<file path="config.mk">
export PLATFORM = sky130hd
export DESIGN_NAME = serial_compare_word_sequencer
export DESIGN_NICKNAME = d
export VERILOG_FILES = /design/src/rtl/serial_compare_word_sequencer.sv
export SDC_FILE = /design/constraint.sdc
export NUM_CORES = 1
export LEC_CHECK = 0
export BUFFER_PORTS_ARGS = -buffer_cell sky130_fd_sc_hd__buf_2
export CORE_MARGIN = 2
export CORE_UTILIZATION = 45
export CTS_CLUSTER_SIZE = 16
export DETAILED_ROUTE_END_ITERATION = 6
export PLACE_DENSITY = 0.73
export SETUP_SLACK_MARGIN = 0.4
export SLEW_MARGIN = 20
export SYNTH_ARGS = -nofsm -noshare
export SYNTH_HDL_FRONTEND = slang
export SYNTH_SLANG_ARGS = --single-unit
</file>
<file path="constraint.sdc">
create_clock -name clk -period 4.35 [get_ports clk]
set_input_delay 0.87 -clock clk [delete_from_list [all_inputs] [get_ports clk]]
set_output_delay 0.87 -clock clk [all_outputs]
set_load 0.01 [all_outputs]
</file>
<file path="src/rtl/serial_compare_word_sequencer.sv">
// serial_compare_word_sequencer
// Takes one pair of WIDTH-bit words over a valid/ready handshake and clears an
// external MSB-first serial comparator. It then feeds the pair to the
// comparator one bit per cycle and returns the captured less/eq/greater flags
// as a single result. Only one word pair is in flight at a time.
// Every output is driven straight from a flop.

module serial_compare_word_sequencer #(
    parameter int WIDTH       = 8,
    parameter int CMP_LATENCY = 1
) (
    input  logic             clk,
    input  logic             rst,
    input  logic             in_valid,
    output logic             in_ready,
    input  logic [WIDTH-1:0] in_a,
    input  logic [WIDTH-1:0] in_b,
    output logic             ser_clear,
    output logic             ser_valid,
    output logic             ser_a,
    output logic             ser_b,
    input  logic             cmp_less,
    input  logic             cmp_eq,
    input  logic             cmp_greater,
    output logic             out_valid,
    input  logic             out_ready,
    output logic             out_less,
    output logic             out_eq,
    output logic             out_greater,
    output logic             out_err
);

    localparam int CW = (WIDTH > 2) ? $clog2(WIDTH) : 1;

    typedef enum logic [2:0] {
        S_IDLE   = 3'd0,
        S_CLEAR  = 3'd1,
        S_SHIFT  = 3'd2,
        S_WAIT   = 3'd3,
        S_RESULT = 3'd4
    } state_t;

    state_t           r_state;
    logic [WIDTH-1:0] r_sh_a;
    logic [WIDTH-1:0] r_sh_b;
    logic [CW-1:0]    r_cnt;
    logic             r_in_ready;
    logic             r_ser_clear;
    logic             r_ser_valid;
    logic             r_ser_a;
    logic             r_ser_b;
    logic             r_out_valid;
    logic             r_out_less;
    logic             r_out_eq;
    logic             r_out_greater;
    logic             r_out_err;

    // A well-formed comparator drives exactly one of its three flags.
    function automatic logic f_not_onehot(input logic l, input logic e, input logic g);
        logic v;
        case ({l, e, g})
            3'b100, 3'b010, 3'b001: v = 1'b0;
            default:                v = 1'b1;
        endcase
        return v;
    endfunction

    // Sequencer FSM: the state and every registered output move together here.
    // The serial bit registers are loaded one edge ahead. The bit shown in a
    // SHIFT cycle was shifted out of r_sh_* on the previous edge.
    always_ff @(posedge clk or posedge rst) begin
        if (rst) begin
            r_state       <= S_IDLE;
            r_sh_a        <= {WIDTH{1'b0}};
            r_sh_b        <= {WIDTH{1'b0}};
            r_cnt         <= {CW{1'b0}};
            r_in_ready    <= 1'b1;
            r_ser_clear   <= 1'b0;
            r_ser_valid   <= 1'b0;
            r_ser_a       <= 1'b0;
            r_ser_b       <= 1'b0;
            r_out_valid   <= 1'b0;
            r_out_less    <= 1'b0;
            r_out_eq      <= 1'b0;
            r_out_greater <= 1'b0;
            r_out_err     <= 1'b0;
        end else begin
            case (r_state)
                S_IDLE: begin
                    if (in_valid && r_in_ready) begin
                        r_sh_a      <= in_a;
                        r_sh_b      <= in_b;
                        r_in_ready  <= 1'b0;
                        r_ser_clear <= 1'b1;
                        r_state     <= S_CLEAR;
                    end
                end
                S_CLEAR: begin
                    r_ser_clear <= 1'b0;
                    r_cnt       <= CW'(WIDTH - 1);
                    r_ser_valid <= 1'b1;
                    r_ser_a     <= r_sh_a[WIDTH-1];
                    r_ser_b     <= r_sh_b[WIDTH-1];
                    r_sh_a      <= {r_sh_a[WIDTH-2:0], 1'b0};
                    r_sh_b      <= {r_sh_b[WIDTH-2:0], 1'b0};
                    r_state     <= S_SHIFT;
                end
                S_SHIFT: begin
                    if (r_cnt != {CW{1'b0}}) begin
                        r_cnt   <= r_cnt - CW'(1);
                        r_ser_a <= r_sh_a[WIDTH-1];
                        r_ser_b <= r_sh_b[WIDTH-1];
                        r_sh_a  <= {r_sh_a[WIDTH-2:0], 1'b0};
                        r_sh_b  <= {r_sh_b[WIDTH-2:0], 1'b0};
                    end else begin
                        r_ser_valid <= 1'b0;
                        r_ser_a     <= 1'b0;
                        r_ser_b     <= 1'b0;
                        if (CMP_LATENCY == 0) begin
                            // The combinational comparator already reflects the last bit.
                            r_out_less    <= cmp_less;
                            r_out_eq      <= cmp_eq;
                            r_out_greater <= cmp_greater;
                            r_out_err     <= f_not_onehot(cmp_less, cmp_eq, cmp_greater);
                            r_out_valid   <= 1'b1;
                            r_state       <= S_RESULT;
                        end else begin
                            r_state <= S_WAIT;
                        end
                    end
                end
                S_WAIT: begin
                    r_out_less    <= cmp_less;
                    r_out_eq      <= cmp_eq;
                    r_out_greater <= cmp_greater;
                    r_out_err     <= f_not_onehot(cmp_less, cmp_eq, cmp_greater);
                    r_out_valid   <= 1'b1;
                    r_state       <= S_RESULT;
                end
                S_RESULT: begin
                    if (out_ready) begin
                        r_out_valid <= 1'b0;
                        r_in_ready  <= 1'b1;
                        r_state     <= S_IDLE;
                    end
                end
                default: begin
                    r_state     <= S_IDLE;
                    r_in_ready  <= 1'b1;
                    r_ser_clear <= 1'b0;
                    r_ser_valid <= 1'b0;
                    r_ser_a     <= 1'b0;
                    r_ser_b     <= 1'b0;
                    r_out_valid <= 1'b0;
                end
            endcase
        end
    end

    assign in_ready    = r_in_ready;
    assign ser_clear   = r_ser_clear;
    assign ser_valid   = r_ser_valid;
    assign ser_a       = r_ser_a;
    assign ser_b       = r_ser_b;
    assign out_valid   = r_out_valid;
    assign out_less    = r_out_less;
    assign out_eq      = r_out_eq;
    assign out_greater = r_out_greater;
    assign out_err     = r_out_err;

endmodule

</file>
==> results of run 1 <==
Yosys cell counts:
cell type | number | area, um2
a21oi_4 | 1 | 16.27
mux2_2 | 9 | 101.4
mux2i_1 | 12 | 120.1
clkbuf_1 | 2 | 7.510
a31oi_1 | 12 | 75.07
buf_2 | 5 | 25.02
nand3_1 | 2 | 10.01
a22o_1 | 2 | 17.52
o21ai_0 | 8 | 40.04
nand2_1 | 11 | 41.29
buf_6 | 1 | 11.26
nor2b_1 | 3 | 18.77
dfrtp_1 | 31 | 775.7
dfstp_2 | 1 | 26.28
inv_1 | 7 | 26.28
nand2b_4 | 2 | 27.53
ha_1 | 2 | 25.02
and2_1 | 1 | 6.260
nor3b_1 | 1 | 7.510
nor2_1 | 4 | 15.01
nand2b_1 | 3 | 18.77
xnor2_1 | 1 | 8.760
nor3_1 | 1 | 5.000
o22a_1 | 2 | 17.52
a21oi_1 | 14 | 70.07
o41a_1 | 1 | 11.26
a22oi_1 | 1 | 7.510
a21oi_2 | 1 | 8.760
o211ai_1 | 1 | 7.510
a32oi_1 | 2 | 17.52
o21ai_1 | 1 | 5.000
registers in the layout, indices dropped and copies added, names as in the netlist:
name	flops
out_greater	1
r_cnt	3
in_ready	1
out_less	1
out_eq	1
r_sh_a	8
out_valid	1
r_sh_b	8
ser_valid	1
ser_b	1
r_state	3
ser_a	1
out_err	1
ser_clear	1
power breakdown:
group | total, mW | leakage, nW | internal, mW | switching, mW
combinational | 0.667 | 0.422 | 0.326 | 0.341
clock | 0.186 | 0.0374 | 0.0915 | 0.0942
sequential | 0.562 | 0.366 | 0.448 | 0.114
cell families after synthesis:
family	Yosys count	synth area share (%)
flip-flops	32	51.04
AND/OR/NAND/NOR	28	9.555
AO/OA/AOI/OAI	46	18.71
buffers and inverters	15	4.459
XOR/XNOR	1	0.5574
multiplexers	21	14.09
adder cells (fa/ha/maj)	2	1.592
how the worst min path moves through the flow:
stage                         start        end  slack, ns  cells past startpoint
after floorplan           r_sh_a[7]      ser_a       0.46                      1
after global placement      out_err    out_err       0.46                      2
after detailed placement  out_valid  out_valid       0.47                      2
after CTS                  in_ready   in_ready       0.49                      2
after global routing       in_ready   in_ready       0.50                      2
final                     out_valid  out_valid       0.48                      2
area by class of cell:
type,count,area (um2)
fillers,312,1504
inverters,7,26.28
well taps,46,57.56
clock buffers,7,65.06
flip-flops and latches,32,802.0
repair buffers,35,182.7
multi-input cells,98,699.4
worst max-delay path, stage by stage, from the launching register on:
cell      delay (ns)
dfrtp_1         0.56
nand2b_4        0.23
a21oi_4         0.54
mux2_2          0.40
mux2_2          0.26
metal layers:
metal  up-vias  track usage [%]  part of all wire [%]
met5         -                0                     0
met4         0            6.111                   1.4
met3         7            5.357                   5.3
met2        34            26.06                    50
met1       580            20.33                    43
li1        593                -                     -
==> flow_summary.toml, run 1 <==
[timing]
final-setup-viol-count = 0
tightest_slew_ns = 0.6314
post-route-period-util_pct = 48.37
hold_violations = 0
slew-limit-headroom_pct = 57.81
min_period_ns = 2.104
setup_ws_ns = 2.246
whs_ns = 0.4788
slew_violations = 0
fmax_mhz = 475.3
tns_ns = 0
rsz0062_at_grt = "no"
skew_ns = 0.005771

[job]
maxCapViolCount = 0

[cts]
numCtsBuffers = 5
path_clk_slew_ns = 0.09
cts.repair.resized = 0
post-cts-setup-buffers = 0
htree_levels = 2
cts-root-buf = "clkbuf_4"
cts_num_sinks = 32
cts_buffer_depth = 2
clk_latency_ns = 0.33
cts_hold_buf = 0
cts_tree = "done"

[min_path]
min_path_type = "register to register"

[pwr]
p_leak_nw = 0.8252
powerDensity_nw_per_um2 = 771.8
power.total_mw = 1.415
max-vdd-ir-drop_mv = 0.2648

[drt]
drt_iter0_drc = 142
drt-total-wl_um = 2952
first_pass_iters = 4
wire_per_inst_um = 13.12
num_vias = 1214
postRouteAntennaNets = 0
drc = 0
viasPerCell = 5.396

[place]
preCtsSetupSlack_ns = 2.277
dp.final_hpwl_um = 2105
dp_cells = 218
routabilityCongestion = 0.8572
place_area_um2 = 1768
io_buffers = 32

[layout]
diodes = 0
final_common_cell = "buf_2"
fin_area_um2 = 1833
final_cell_mix = "32 x buf_2, 31 x dfrtp_1, 14 x a21oi_1"
nets = 204
post-route-util_pct = 54.93
drive_gt1_share_pct = 31.28
syn_to_final_growth_pct = 16.64
layoutNonFillerInstCount = 225

[synthesis]
ys_warn_count = 0
yosysUniqueCellTypes = 31
syn-cell-area_um2 = 1572
avgSynthCellArea_um2 = 10.84
syn_nets = 170
yosysSeqAreaShare_pct = 51.04
synth_seq_cells = 32
synthCells = 145

[floorplanning]
die_x_um = 63.10
num_io_pins = 33
die-area_um2 = 3981
rows = 21
die_h_um = 63.10
initial_core_util_pct = 47.09
core_area_um2 = 3337

[critical_path]
cp_max_fo = 17
worstSetupStartpointType = "register"
regToRegEndpoint = "r_sh_a[7]"
reg2reg_depth = 4
cp-end-kind = "register"
timing.rr.start = "r_state[0]"
cp-startpoint = "r_state[0]"
arrival_ns = 2.32
path_class = "register to register"
r2r_slack_ns = 2.25
crit_path_end = "r_sh_a[7]"
cp.required_ns = 4.57

[grt]
grt_pass1_vias = 1165
grt_util_all_layers_pct = 16.22
antenna_found_initial = 0
grt_pass1_wl_um = 5057
gr-total-overflow = 0
grt_max_degree = 33

[run_status]
outcome = "finished clean"
No activity file was read; power rests on OpenSTA's default activity.
==> run 2, diff against run 1 <==
--- a/config.mk
+++ b/config.mk
@@ -5,12 +5,13 @@
 export SDC_FILE = /design/constraint.sdc
 export NUM_CORES = 1
 export LEC_CHECK = 0
+export ABC_AREA = 1
 export BUFFER_PORTS_ARGS = -buffer_cell sky130_fd_sc_hd__buf_2
 export CORE_MARGIN = 2
 export CORE_UTILIZATION = 45
 export CTS_CLUSTER_SIZE = 16
 export DETAILED_ROUTE_END_ITERATION = 6
-export PLACE_DENSITY = 0.73
+export PLACE_DENSITY = 0.75
 export SETUP_SLACK_MARGIN = 0.4
 export SLEW_MARGIN = 20
 export SYNTH_ARGS = -nofsm -noshare
==> constraint.sdc (replaced) <==
create_clock -name clk -period 1.8 [get_ports clk]
set_input_delay 0.36 -clock clk [delete_from_list [all_inputs] [get_ports clk]]
set_output_delay 0.36 -clock clk [all_outputs]
set_load 0.01 [all_outputs]
==> flow_summary.toml, run 2 <==
[critical_path]
reg2reg_depth = 8
cp-end-kind = "register"
cp-startpoint = "r_state[2]"
crit_family = "simple AND/OR/NAND/NOR gates"
timing.rr.start = "r_state[2]"
crit_path_end = "r_sh_a[7]"
cp_common_cell = "nor2_4"
cp_slowest_stage_delay_ns = 0.46
cp_cell_sequence = "nor2_4 > buf_12 > nand3_4 > nand2_4 > nor2_4 > buf_6 > nand2_2 > nand2_1"
cp_slowest_cell = "dfrtp_2"
worst-path-stages = 8
worstSetupStartpointType = "register"
worstPathBufferInverterCount = 2
regToRegEndpoint = "r_sh_a[7]"
cp.required_ns = 1.97
r2r_slack_ns = 0.38
path_class = "register to register"
cp_max_fo = 7
arrival_ns = 1.59

[timing]
tns_ns = 0
rsz0062_at_grt = "yes"
final-setup-viol-count = 0
tightest_slew_ns = 0.4019
fmax_mhz = 705.2
skew_ns = 0.008386
min_period_ns = 1.418
post-route-period-util_pct = 78.78
slew_violations = 0
slew-limit-headroom_pct = 73.21
hold_violations = 0

[synthesis]
synth_area_leaders = "dfrtp_1 47%, nand2_1 24%, nand3_1 6.3%"
avgSynthCellArea_um2 = 7.622
yosysSeqAreaShare_pct = 48.27
synth_top_area_share_pct = 46.69
synth.most_common_cell = "nand2_1"
yosysUniqueCellTypes = 24
synth_edf_count = 0
synth_seq_cells = 32
ys_warn_count = 0
ys.flop_type = "dfrtp_1"
syn_nets = 243
synth_area_leader_cell = "dfrtp_1"
netlist_top_cells_count = "106 x nand2_1, 31 x dfrtp_1, 21 x nand3_1"
async_flop_share_pct = 100.0
syn-cell-area_um2 = 1662
synthCells = 218

[job]
maxCapViolCount = 0

[pwr]
max-vdd-ir-drop_mv = 0.9558
p_leak_nw = 1.211
powerDensity_nw_per_um2 = 2102

[cts]
cts_buffer_depth = 2
path_clk_slew_ns = 0.07
htree_levels = 2
numCtsBuffers = 5
cts_num_sinks = 32
cts_hold_buf = 0
cts_tree = "done"
cts-root-buf = "clkbuf_8"
clk_latency_ns = 0.28

[drt]
drt-total-wl_um = 3542
viasPerCell = 4.717
postRouteAntennaNets = 0
first_pass_iters = 4
drt_iter0_drc = 74
drc = 0
wire_per_inst_um = 11.39
num_vias = 1467

[floorplanning]
core_area_um2 = 3606
initial_core_util_pct = 46.08
num_io_pins = 33
die_x_um = 64.77
die_h_um = 64.77
rows = 22
die-area_um2 = 4195

[min_path]
min_path_type = "input pin to asynchronous set/reset pin"

[place]
io_buffers = 32
dp.final_hpwl_um = 2150
routabilityCongestion = 0.7975
dp_cells = 291

[grt]
grt_util_all_layers_pct = 18.82
antenna_found_initial = 0
gr-total-overflow = 0
grt_max_degree = 33
grt_pass1_wl_um = 6072
grt_pass1_vias = 1353

[layout]
final_common_cell = "nand2_1"
regArea_um2 = 805.8
nets = 288
final_cell_mix = "89 x nand2_1, 32 x buf_2, 28 x dfrtp_1"
syn_to_final_growth_pct = 29.52
layoutNonFillerInstCount = 311
multi_input_area_um2 = 828.3
top_regs = "r_sh_a x8, r_sh_b x8"
nFillCells = 331
diodes = 0
drive_gt1_share_pct = 32.70

[run_status]
outcome = "finished clean"
[run 2: worst min-delay path, delay by kind of cell]
family	cells	cell delay, ns
buffers and inverters	3	0.49
[run 2: area by class of cell]
cell class / instances / share of cell area, %
timing repair buffer: 46 / 14.01
clock buffer: 7 / 4.477
sequential: 32 / 37.44
tap: 48 / 2.791
multi-input combinational: 162 / 38.49
inverter: 16 / 2.791
[run 2: cells by family after synthesis]
logic type                 synth area share (%)
adders and majority gates                 1.506
DFF                                       48.27
and+or+nand+nor                           39.31
AOI/OAI and AO/OA                         3.314
buffers and inverters                     7.077
xor gates and xnor gates                 0.5272
[run 2: where the power goes]
group	switching, mW	total, mW	internal (mW)
Sequential	0.231	1.32	1.09
Combinational	1.54	2.61	1.07
Clock	0.251	0.591	0.340
Total	2.03	4.52	2.50
[run 2: worst min-delay path by stage]
stage | start | cells after the start | endpoint | slack [ns]
final | rst | 3 | r_state[2] | 0.15
after global routing | rst | 3 | ser_clear | 0.19
after CTS | rst | 3 | out_valid | 0.16
after detailed placement | ser_clear | 2 | ser_clear | 0.45
after global placement | ser_clear | 2 | ser_clear | 0.45
after floorplan | r_sh_a[7] | 2 | ser_a | 0.44
[run 2: per-layer routing]
| layer | track usage (%) | share of wire (%) | vias to the layer above | wire length (um) |
|---|---|---|---|---|
| met3 | 4.688 | 3.2 | 8 | 115 |
| met4 | 7.181 | 1.8 | 0 | 65 |
| met1 | 24.32 | 48 | 668 | 1687 |
| met2 | 30.41 | 47 | 24 | 1673 |
| met5 | 0 | 0 | - | 0 |
| li1 | - | - | 767 | - |
[run 2: metrics by stage]
| step | power (mW) | utilization [%] | area (um2) | hold slack [ns] | setup WS, ns |
|---|---|---|---|---|---|
| 2_1_floorplan | 2.891 | - | 1662 | 0.4422 | 0.5077 |
| 3_3_place_gp | 3.182 | 50.80 | 1832 | 0.4531 | 0.3119 |
| 3_5_place_dp | 3.224 | 50.80 | 1832 | 0.4547 | 0.2881 |
| 4_1_cts | 4.224 | 56.94 | 2053 | 0.1606 | 0.4037 |
| 5_1_grt | 4.933 | 59.68 | 2152 | 0.1856 | 0.3039 |
| 6_report | 4.524 | 59.68 | 2152 | 0.1463 | 0.3820 |
[run 2: what timing repair did]
item | CTS | global route
gates resized for setup | 10 | 20
buffers inserted | 9 | 4
hold endpoints to repair | 0 | 0
pin swaps | 2 | 15
cloned | 0 | 0
setup endpoints to repair | 19 | 22
